[config.mk]
export PLATFORM = sky130hd
export DESIGN_NAME = traffic_light_ctrl
export DESIGN_NICKNAME = d
export VERILOG_FILES = /design/src/rtl/traffic_pkg.sv /design/src/rtl/phase_timer.sv /design/src/rtl/traffic_light_ctrl.sv
export SDC_FILE = /design/constraint.sdc
export NUM_CORES = 1
export LEC_CHECK = 0
export ABC_AREA = 1
export BUFFER_PORTS_ARGS = -buffer_cell sky130_fd_sc_hd__clkbuf_2
export CAP_MARGIN = 20
export CORE_MARGIN = 2
export CORE_UTILIZATION = 51
export DETAILED_ROUTE_END_ITERATION = 7
export HOLD_SLACK_MARGIN = 0.02
export PLACE_DENSITY = 0.72
export SYNTH_ARGS = -nofsm -noshare
export SYNTH_HDL_FRONTEND = slang
export SYNTH_SLANG_ARGS = --single-unit
[constraint.sdc]
create_clock -name clock -period 1.7 [get_ports clock]
set_clock_uncertainty 0.2 [all_clocks]
set_input_delay 0.085 -clock clock [delete_from_list [all_inputs] [get_ports clock]]
set_output_delay 0.085 -clock clock [all_outputs]
set_load 0.1 [all_outputs]
[src/rtl/traffic_pkg.sv]
// Shared definitions for the traffic light controller: FSM state encoding
// and the per-direction {red,yellow,green} lamp codes.
package traffic_pkg;

  typedef enum logic [2:0] {
    ST_ALLRED,
    ST_GREEN,
    ST_YELLOW,
    ST_WALK,
    ST_FLASH
  } state_t;

  localparam logic [2:0] LT_RED    = 3'b100;
  localparam logic [2:0] LT_YELLOW = 3'b010;
  localparam logic [2:0] LT_GREEN  = 3'b001;
  localparam logic [2:0] LT_DARK   = 3'b000;

endpackage

[src/rtl/phase_timer.sv]
// Loadable down-counter that parks at zero; o_zero flags the final cycle
// of a phase so the controller can leave it on the next edge.
module phase_timer #(
  parameter int            TW      = 8,
  parameter logic [TW-1:0] RST_VAL = '0
) (
  input  logic          clock,
  input  logic          reset,
  input  logic          i_load,
  input  logic [TW-1:0] i_load_val,
  output logic          o_zero
);

  logic [TW-1:0] r_count;

  // NOTE: sequential state uses non-blocking assignments so every register
  // samples pre-edge values, independent of block evaluation order.
  always_ff @(posedge clock or posedge reset) begin
    if (reset) begin
      r_count <= RST_VAL;
    end else if (i_load) begin
      r_count <= i_load_val;
    end else if (r_count != '0) begin
      r_count <= r_count - 1'b1;
    end
  end

  assign o_zero = (r_count == '0);

endmodule

[src/rtl/traffic_light_ctrl.sv]
// Round-robin traffic light controller with pedestrian walk phase and a
// flashing-yellow fallback mode; NUM_DIR must be at least 2.
module traffic_light_ctrl
  import traffic_pkg::*;
#(
  parameter int NUM_DIR  = 2,
  parameter int TW       = 8,
  parameter int GREEN_T  = 8,
  parameter int YELLOW_T = 3,
  parameter int ALLRED_T = 1,
  parameter int PED_T    = 5,
  parameter int FLASH_T  = 4
) (
  input  logic                       clock,
  input  logic                       reset,
  input  logic                       enable,
  input  logic                       ped_req,
  output logic [3*NUM_DIR-1:0]       light,
  output logic                       ped_walk,
  output logic [$clog2(NUM_DIR)-1:0] dir_idx
);

  localparam int            DW        = $clog2(NUM_DIR);
  localparam logic [TW-1:0] LD_GREEN  = TW'(GREEN_T - 1);
  localparam logic [TW-1:0] LD_YELLOW = TW'(YELLOW_T - 1);
  localparam logic [TW-1:0] LD_ALLRED = TW'(ALLRED_T - 1);
  localparam logic [TW-1:0] LD_PED    = TW'(PED_T - 1);
  localparam logic [TW-1:0] LD_FLASH  = TW'(FLASH_T - 1);
  localparam logic [DW-1:0] DIR_LAST  = DW'(NUM_DIR - 1);

  state_t              r_state;
  logic [DW-1:0]       r_dir;
  logic                r_pend;
  logic                r_flash_ph;
  logic [TW-1:0]       r_flash_cnt;
  logic [3*NUM_DIR-1:0] r_light;
  logic                r_ped_walk;

  state_t              w_state_nxt;
  logic [DW-1:0]       w_dir_nxt;
  logic                w_pend_nxt;
  logic                w_flash_ph_nxt;
  logic [TW-1:0]       w_flash_cnt_nxt;
  logic                w_load;
  logic [TW-1:0]       w_load_val;
  logic                w_zero;

  phase_timer #(
    .TW      (TW),
    .RST_VAL (LD_ALLRED)
  ) u_timer (
    .clock      (clock),
    .reset      (reset),
    .i_load     (w_load),
    .i_load_val (w_load_val),
    .o_zero     (w_zero)
  );

  function automatic logic [3*NUM_DIR-1:0] decode(input state_t s,
                                                  input logic [DW-1:0] d,
                                                  input logic ph);
    logic [3*NUM_DIR-1:0] l;
    l = '0;
    for (int i = 0; i < NUM_DIR; i++) begin
      case (s)
        ST_GREEN:  l[3*i +: 3] = (d == DW'(i)) ? LT_GREEN : LT_RED;
        ST_YELLOW: l[3*i +: 3] = (d == DW'(i)) ? LT_YELLOW : LT_RED;
        ST_FLASH:  l[3*i +: 3] = ph ? LT_DARK : LT_YELLOW;
        default:   l[3*i +: 3] = LT_RED;
      endcase
    end
    return l;
  endfunction

  // NOTE: every always_comb output gets a default first so no path leaves
  // it unassigned and no latch is inferred.
  always_comb begin
    w_state_nxt     = r_state;
    w_dir_nxt       = r_dir;
    w_flash_ph_nxt  = r_flash_ph;
    w_flash_cnt_nxt = r_flash_cnt;
    w_load          = 1'b0;
    w_load_val      = '0;
    w_pend_nxt      = r_pend | (ped_req && (r_state != ST_WALK));

    if (!enable) begin
      // Disable outranks any timer expiry; flashing starts on the yellow half.
      if (r_state != ST_FLASH) begin
        w_state_nxt     = ST_FLASH;
        w_flash_ph_nxt  = 1'b0;
        w_flash_cnt_nxt = LD_FLASH;
      end else if (r_flash_cnt == '0) begin
        w_flash_ph_nxt  = ~r_flash_ph;
        w_flash_cnt_nxt = LD_FLASH;
      end else begin
        w_flash_cnt_nxt = r_flash_cnt - 1'b1;
      end
    end else begin
      case (r_state)
        ST_FLASH: begin
          w_state_nxt    = ST_ALLRED;
          w_dir_nxt      = '0;
          w_flash_ph_nxt = 1'b0;
          w_load         = 1'b1;
          w_load_val     = LD_ALLRED;
        end
        ST_GREEN: if (w_zero) begin
          w_state_nxt = ST_YELLOW;
          w_load      = 1'b1;
          w_load_val  = LD_YELLOW;
        end
        ST_YELLOW: if (w_zero) begin
          w_state_nxt = ST_ALLRED;
          w_dir_nxt   = (r_dir == DIR_LAST) ? '0 : r_dir + 1'b1;
          w_load      = 1'b1;
          w_load_val  = LD_ALLRED;
        end
        ST_ALLRED: if (w_zero) begin
          w_load = 1'b1;
          if (r_pend || ped_req) begin
            w_state_nxt = ST_WALK;
            w_pend_nxt  = 1'b0;
            w_load_val  = LD_PED;
          end else begin
            w_state_nxt = ST_GREEN;
            w_load_val  = LD_GREEN;
          end
        end
        ST_WALK: if (w_zero) begin
          w_state_nxt = ST_GREEN;
          w_load      = 1'b1;
          w_load_val  = LD_GREEN;
        end
        default: begin
          w_state_nxt = ST_ALLRED;
          w_load      = 1'b1;
          w_load_val  = LD_ALLRED;
        end
      endcase
    end
  end

  // Lamps are registered from the next state, so pins change on the same
  // edge as the state and no input reaches them combinationally.
  always_ff @(posedge clock or posedge reset) begin
    if (reset) begin
      r_state     <= ST_ALLRED;
      r_dir       <= '0;
      r_pend      <= 1'b0;
      r_flash_ph  <= 1'b0;
      r_flash_cnt <= '0;
      r_light     <= {NUM_DIR{LT_RED}};
      r_ped_walk  <= 1'b0;
    end else begin
      r_state     <= w_state_nxt;
      r_dir       <= w_dir_nxt;
      r_pend      <= w_pend_nxt;
      r_flash_ph  <= w_flash_ph_nxt;
      r_flash_cnt <= w_flash_cnt_nxt;
      r_light     <= decode(w_state_nxt, w_dir_nxt, w_flash_ph_nxt);
      r_ped_walk  <= (w_state_nxt == ST_WALK);
    end
  end

  assign light    = r_light;
  assign ped_walk = r_ped_walk;
  assign dir_idx  = r_dir;

endmodule

==> impl_metrics.ini, run 1 <==
[sta]
grt_setup_unrepaired = true
finalSetupViolCount = 2
timing.final.ws_setup_ns = -0.00812
period_needed_ns = 1.71
fmax_ghz = 0.585
min_period_over_period_pct = 100
final_hold_viol_count = 0
worstMarginPinSlew_ns = 0.551
relSlewSlack_pct = 63.4
slew_viol_final = 0

[hold_path]
worstHoldPathType = in -> async

[clocking]
numCtsBuffers = 5
clock-sinks = 29
clk_latency_ns = 0.33
h-tree-depth = 2
cts_tree = done
clk_pin_slew_ns = 0.10
root_buffer = clkbuf_4
cts_buffer_depth = 2

[power_and_ir_drop]
power.density_nw_per_um2 = 1600
p_sw_w = 0.00141
p_clk_share_pct = 18.7
vdd_drop_max_mv = 1.53
p_sw_share_pct = 43.8
p_leak_nw = 1.01
comb_power_share_pct = 50.3
seqPwrFrac_pct = 31.1
p_int_w = 0.00180

[finish]
fin_nets = 228
stdcell_area_um2 = 2000
layout_commonest_cell = dfrtp_1
fin_util_pct = 72.0
area_growth_pct = 32.0
drive_gt1_share_pct = 38.0
layout_common_cells = 26 x dfrtp_1, 24 x nand2_1, 24 x nor2_1, 21 x inv_1, 17 x buf_4
antenna_cells = 0

[grt]
grt_pass1_wl_um = 5400
grtUsageTotal_pct = 21.3
antenna_found_initial = 0
grt_pass1_vias = 1285
grt_max_degree = 30
gr-total-overflow = 0

[synth]
synth_seq_cells = 29
synth_area_um2 = 1520
syn-mean-instance-area_um2 = 8.33
syn_nets = 190
synthCells = 182
synth_seq_area_share_pct = 48.0
yosysWarningCount = 0
yosysUniqueCellTypes = 29

[flow_run]
cap_violations = 0

[detailed_routing]
drt-initial-drc-count = 44
wl_met1_um = 1490
postRouteAntennaNets = 0
wl_met3_um = 104
dr_wl_met2_um = 1700
post-route-drc-count = 0
routed-via-count = 1309
viasPerCell = 5.19
wire_per_inst_um = 13.3
maxUsedRoutingLayer = met4
firstDrtPassIters = 4
finalWirelength_um = 3340

[floorplanning]
num_rows = 19
chipHeight_um = 58.5
die-area_um2 = 3430
io_pins = 12
core_um2 = 2780
dieWidth_um = 58.5
initial_utilization_pct = 54.5

[status]
status = finished, violations left
violations = negative setup slack

[placement]
io_buffers = 11
gp_congestion = 0.859
placed_area_um2 = 1720
hpwl_um = 2170

[critical_path]
crit_required_ns = 1.77
crit_fanout = 5
crit_type = reg -> reg
crit_arrival_ns = 1.78
end_kind = flop
startpoint_type = flop
==> routing by layer <==
metal	up-vias	GRT usage, %
li1	655	-
met1	630	25.5
met2	18	36.8
met3	6	5.93
met4	0	6.98
met5	-	0
==> critical path, stage by stage, from the launching register on <==
cell and delay [ns]:
dfrtp_1 0.39, inv_2 0.08, ha_4 0.14, nand2_4 0.07, nor2_8 0.15, nor2_1 0.05, nor2_1 0.12, nand2_2 0.10
nand2_2 0.10, a21oi_2 0.07, nand2_2 0.10, nand3_2 0.07
==> Yosys cell counts, drive strengths merged <==
cell | number | area [um2]
o21bai | 1 | 7.51
buf | 1 | 7.51
nor4 | 4 | 25.0
a211oi | 2 | 15.0
a21oi | 7 | 46.3
xnor2 | 2 | 17.5
dfstp | 2 | 52.6
dfrtp | 27 | 676
a31oi | 1 | 6.26
o21ai | 6 | 33.8
nor3 | 3 | 15.0
or2 | 1 | 6.26
o22ai | 1 | 6.26
nor2 | 33 | 153
xor2 | 7 | 61.3
a22oi | 2 | 15.0
nand4 | 1 | 6.26
nand3 | 14 | 75.1
ha | 4 | 50.1
nand2 | 35 | 136
inv | 28 | 105
==> kinds of logic (layout without fill, tap and decap cells) <==
logic type      after synthesis  after routing  share of synthesized area, %
buf+inv                      29             67                          7.43
flops                        29             29                          48.0
xor+xnor                      9              9                          5.20
simple gates                 91             92                          27.5
compound gates               20             20                          8.58
fa+ha+maj                     4              4                          3.30
==> registers in the layout (all words and copies together) (netlist names) <==
register / cells
dir_idx: 1
light: 6
ped_walk: 1
r_flash_cnt: 8
r_flash_ph: 1
r_pend: 1
r_state: 3
u_timer.r_count: 8
==> layout make-up <==
class	count	area (um2)
clock inverter	2	37.5
fill	215	779
tap	31	38.8
sequential	29	729
inverter	28	105
timing repair buffer	31	213
multi-input combinational	125	827
clock buffer	6	51.3
==> final timing paths <==
kind / cells past startpoint / slack [ns] / end / from
setup reg to reg: 11 / -0.008 / light[2] / u_timer.r_count[1]
hold / removal: 4 / 0.15 / dir_idx / reset
max in group asynchronous: 4 / 0.84 / light[2] / reset
setup / recovery: 11 / -0.008 / light[2] / u_timer.r_count[1]
min in group clock: 2 / 0.35 / r_pend / r_pend
hold reg to reg: 2 / 0.35 / r_pend / r_pend
==> stage by stage <==
stage | setup TNS (ns) | cells | hold WS, ns | worst slack (ns) | total power [W]
6_report | -0.00974 | 252 | 0.155 | -0.00812 | 0.00321
5_1_grt | -0.834 | 252 | 0.197 | -0.126 | 0.00341
4_1_cts | 0 | 251 | 0.145 | 0.00528 | 0.00305
3_5_place_dp | -0.824 | 238 | -0.0453 | -0.137 | 0.00229
3_3_place_gp | -0.210 | 238 | -0.0506 | -0.0729 | 0.00224
2_1_floorplan | 0 | 182 | -0.0384 | 0.000666 | 0.00194
==> repair_timing <==
action	CTS	global route
resized for setup	14	26
hold buffers	3	0
buffers inserted	1	1
setup endpoints to repair	12	19
hold endpoints to repair	40	0
cloned	1	0
pin swaps	7	11
==> power groups by stage <==
| stage | Sequential [W] | Combinational (W) | Clock (W) |
|---|---|---|---|
| after global routing | 0.00102 | 0.00176 | 0.000634 |
| after detailed placement | 0.000989 | 0.00130 | 0 |
| final | 0.000998 | 0.00161 | 0.000599 |
| after CTS | 0.000989 | 0.00145 | 0.000610 |
| after floorplan | 0.00122 | 0.000714 | 0 |
| after global placement | 0.000980 | 0.00126 | 0 |
Power figures use the tool's default switching activity.
==> inputs of run 2 (changes only) <==
BUFFER_PORTS_ARGS = -buffer_cell sky130_fd_sc_hd__buf_2   (was -buffer_cell sky130_fd_sc_hd__clkbuf_2)
==> impl_metrics.ini, run 2 (synthesis results as in run 1) <==
[status]
status = finished, violations left
violations = negative setup slack

[floorplanning]
io_pins = 12
dieWidth_um = 58.5
chipHeight_um = 58.5
die-area_um2 = 3430
num_rows = 19
core_um2 = 2780
initial_utilization_pct = 54.5

[detailed_routing]
wire_per_inst_um = 12.7
routed-via-count = 1321
viasPerCell = 5.20
firstDrtPassIters = 4
drt-initial-drc-count = 38
postRouteAntennaNets = 0
finalWirelength_um = 3230
post-route-drc-count = 0

[sta]
relSlewSlack_pct = 63.5
slew_viol_final = 0
worstMarginPinSlew_ns = 0.547
finalSetupViolCount = 2
min_period_over_period_pct = 102
fmax_ghz = 0.579
final_hold_viol_count = 0
period_needed_ns = 1.73
timing.final.ws_setup_ns = -0.0270
grt_setup_unrepaired = true

[power_and_ir_drop]
power.density_nw_per_um2 = 1500
p_int_w = 0.00157
vdd_drop_max_mv = 1.50
p_leak_nw = 1.00
p_clk_share_pct = 14.3
p_sw_w = 0.00133
comb_power_share_pct = 51.7
seqPwrFrac_pct = 34.1
p_sw_share_pct = 45.9

[grt]
gr-total-overflow = 0
antenna_found_initial = 0
grt_pass1_wl_um = 5670
grt_max_degree = 16
grt_pass1_vias = 1337
grtUsageTotal_pct = 22.3

[hold_path]
worstHoldPathType = in -> async

[finish]
stdcell_area_um2 = 1930
area_growth_pct = 27.1
fin_util_pct = 69.3
drive_gt1_share_pct = 31.8
layout_common_cells = 27 x nand2_1, 27 x dfrtp_1, 25 x nor2_1, 21 x inv_1, 17 x buf_4
fill_cells = 220
fin_nets = 230
antenna_cells = 0

[clocking]
clk_latency_ns = 0.34
clock-sinks = 29
numCtsBuffers = 5
cts_buffer_depth = 2
clk_pin_slew_ns = 0.10
h-tree-depth = 2
cts_tree = done
root_buffer = clkbuf_4

[critical_path]
reg2reg_from = u_timer.r_count[2]
crit_required_ns = 1.78
crit_fanout = 5
startpoint_type = flop
rr_worst_depth = 9
worst-r2r-setup-slack_ns = -0.03
crit_type = reg -> reg
end_kind = flop
crit_arrival_ns = 1.81
r2r-end = light[2]

[placement]
placed_area_um2 = 1720
io_buffers = 11
gp_congestion = 0.847
hpwl_um = 2250
place_ws_ns = -0.123

[flow_run]
cap_violations = 0
-- run 2: power groups by stage --
| stage | Sequential (W) | Clock (W) | Combinational [W] |
|---|---|---|---|
| CTS | 0.000982 | 0.000427 | 0.00142 |
| floorplan | 0.00122 | 0 | 0.000714 |
| detailed placement | 0.000987 | 0 | 0.00130 |
| finish | 0.000986 | 0.000413 | 0.00150 |
| global placement | 0.000980 | 0 | 0.00126 |
| global route | 0.00100 | 0.000450 | 0.00165 |
-- run 2: repair_timing --
action | 4_1_cts | 5_1_grt
endpoints found under the setup margin | 11 | 19
hold buffers | 5 | 0
resized for setup | 9 | 15
hold endpoints to repair | 21 | 0
buffers inserted | 1 | 1
gates cloned | 1 | 0
pin swaps | 4 | 8
-- run 2: worst max-delay path, cell delays in order (launching register included) --
cell     delay [ns]
dfrtp_1        0.42
nor2_2         0.17
nand2_4        0.10
nor2_8         0.13
nand2_1        0.08
nand3_2        0.09
nand2_1        0.11
a21oi_1        0.21
nand2_2        0.08
nand3_1        0.07
-- run 2: worst max path at each step --
stage	from	endpoint	cells after the start	slack (ns)
after floorplan	dir_idx	light[2]	5	0.0007
after global placement	u_timer.r_count[0]	light[5]	10	-0.1
after detailed placement	u_timer.r_count[1]	light[5]	10	-0.12
after CTS	u_timer.r_count[1]	light[5]	10	-0.007
after global routing	u_timer.r_count[2]	light[2]	9	-0.15
final	u_timer.r_count[2]	light[2]	9	-0.03
-- run 2: cell type report --
class / count / area (um2) / share of cell area (%)
multi-input cells: 125 / 767 / 39.8
clock inverters: 3 / 17.5 / 0.909
well taps: 31 / 38.8 / 2.01
inverters: 28 / 105 / 5.45
flip-flops and latches: 29 / 728 / 37.8
clock buffers: 5 / 37.5 / 1.95
repair buffers: 33 / 233 / 12.1
-- run 2: through the flow --
step | setup TNS (ns) | std cells | hold WS (ns) | power [W]
floorplan | 0 | 182 | -0.0384 | 0.00194
global placement | -0.286 | 238 | -0.0564 | 0.00224
detailed placement | -0.631 | 238 | -0.0359 | 0.00229
CTS | -0.00674 | 253 | 0.142 | 0.00283
global route | -1.36 | 254 | 0.210 | 0.00311
finish | -0.0407 | 254 | 0.125 | 0.00290
-- run 2: routing by layer --
layer	GRT usage (%)	wire length, um	up-vias	part of all wire (%)
li1	-	-	663	-
met3	6.59	103	10	3.2
met4	12.3	82	0	2.5
met5	0	0	-	0
met2	36.6	1620	20	50
met1	26.2	1430	628	44
==> inputs of run 3 (changes only) <==
PLACE_DENSITY = 0.7   (was 0.72)
clock period = 1.94 ns   (was 1.7 ns; I/O delays follow)
==> impl_metrics.ini, run 3 (synthesis results as in run 1) <==
[status]
status = completed

[finish]
stdcell_count = 242
fin_nets = 218
multi_input_area_um2 = 698
drive_gt1_share_pct = 20.9
layout_common_cells = 32 x nand2_1, 28 x nor2_1, 27 x dfrtp_1, 25 x inv_1, 12 x nand3_1
fin_util_pct = 64.2
area_growth_pct = 17.7
seq_area_um2 = 728
fill_cells = 250
layout_commonest_cell = nand2_1
antenna_cells = 0

[detailed_routing]
viasPerCell = 5.17
post-route-drc-count = 0
wire_per_inst_um = 12.0
drt-initial-drc-count = 41
routed-via-count = 1250
firstDrtPassIters = 6
postRouteAntennaNets = 0
finalWirelength_um = 2910

[critical_path]
crit_required_ns = 2.00
crit_path_frequent_cell = nand2_1
end_kind = flop
worstPathCellList = inv_1, ha_1, nand2_1, nor2_8, inv_2, nand2_1, nand3_2, inv_1, nand2_1, nand2_1, nand3_1
critPathBufInv = 3
crit_fanout = 8
rr_worst_depth = 11
r2r-end = light[2]
crit_cells = 11
slowest_delay_ns = 0.37
reg2reg_from = u_timer.r_count[0]
crit_arrival_ns = 1.86
critPathTopFamily = simple AND/OR/NAND/NOR gates
crit_type = reg -> reg
worst-r2r-setup-slack_ns = 0.14
slowest_stage = dfrtp_1
startpoint_type = flop

[power_and_ir_drop]
vdd_drop_max_mv = 1.01
power.density_nw_per_um2 = 1330
seqPwrFrac_pct = 36.5
p_sw_w = 0.00105
p_total_w = 0.00238
comb_power_share_pct = 45.6
p_clk_share_pct = 17.9
p_leak_nw = 0.951
p_int_w = 0.00133
p_sw_share_pct = 44.1

[grt]
grt_max_degree = 15
grt_pass1_vias = 1232
gr-total-overflow = 0
antenna_found_initial = 0
grt_pass1_wl_um = 4980
grtUsageTotal_pct = 19.6

[clocking]
cts_buffer_depth = 2
root_buffer = clkbuf_4
numCtsBuffers = 5
cts_tree = done
clk_pin_slew_ns = 0.10
clk_latency_ns = 0.33
h-tree-depth = 2
clock-sinks = 29

[placement]
io_buffers = 11
gp_congestion = 0.915
hpwl_um = 2130
dp.cells = 228

[sta]
period_needed_ns = 1.80
min_period_over_period_pct = 92.5
fin_tns_setup_ns = 0
relSlewSlack_pct = 65.8
hold-worst-slack_ns = 0.124
fmax_ghz = 0.557
final_hold_viol_count = 0
worstMarginPinSlew_ns = 0.512
grt_setup_unrepaired = true
finalSetupViolCount = 0
slew_viol_final = 0

[floorplanning]
initial_utilization_pct = 54.5
num_rows = 19
dieWidth_um = 58.5
io_pins = 12
core_um2 = 2780
die-area_um2 = 3430
chipHeight_um = 58.5

[hold_path]
worstHoldPathType = in -> async

[flow_run]
cap_violations = 0
run 3: cell types whose count changed in the layout (fill, tap and decap cells not counted), moves of 3 or more:
cell / before / now
buf_4: 17 / 8
nand2_1: 27 / 32
inv_1: 21 / 25
inv_2: 7 / 3
nand2_2: 6 / 3
nor2_1: 25 / 28
nor2_2: 5 / 2
run 3: how the worst max path moves through the flow:
stage / from / endpoint / slack (ns)
detailed placement: u_timer.r_count[0] / light[2] / 0.13
CTS: u_timer.r_count[0] / light[2] / 0.09
global placement: u_timer.r_count[0] / light[5] / 0.15
finish: u_timer.r_count[0] / light[2] / 0.14
floorplan: dir_idx / light[2] / 0.24
global route: u_timer.r_count[0] / light[2] / -0.05
run 3: worst min-delay path: stages:
cell and delay, ns:
dlygate4sd3_1 0.53, buf_2 0.12, inv_1 0.38
run 3: power by group through the flow:
stage / Combinational (W) / Sequential (W) / Clock (W)
after floorplan: 0.000626 / 0.00107 / 0
after global placement: 0.00100 / 0.000876 / 0
after detailed placement: 0.00103 / 0.000883 / 0
after CTS: 0.00104 / 0.000871 / 0.000434
after global routing: 0.00121 / 0.000886 / 0.000461
final: 0.00109 / 0.000870 / 0.000426
run 3: cell type report:
cell class / count / area share (%)
multi-input cells: 124 / 39.1
clock buffers: 7 / 3.64
well taps: 31 / 2.17
clock inverters: 1 / 0.280
flip-flops and latches: 29 / 40.8
repair buffers: 22 / 8.13
inverters: 28 / 5.89
run 3: metrics by stage:
stage,instance area (um2),worst slack (ns)
floorplan,1520,0.241
CTS,1740,0.0941
finish,1790,0.145
global route,1790,-0.0476
global placement,1640,0.146
detailed placement,1640,0.127
run 3: metal layers:
metal	vias up	global-route usage, %	part of all wire, %	wire length, um
met2	13	32.4	50	1450
li1	637	-	-	-
met1	592	22.6	46	1330
met5	-	0	0	0
met4	0	11.6	2.3	66
met3	8	5.49	2.3	68
run 3: what timing repair did:
action	CTS	global route
setup buffers	0	3
endpoints found under the setup margin	0	7
hold buffers	3	0
hold endpoints to repair	35	0
gates resized for setup	0	5
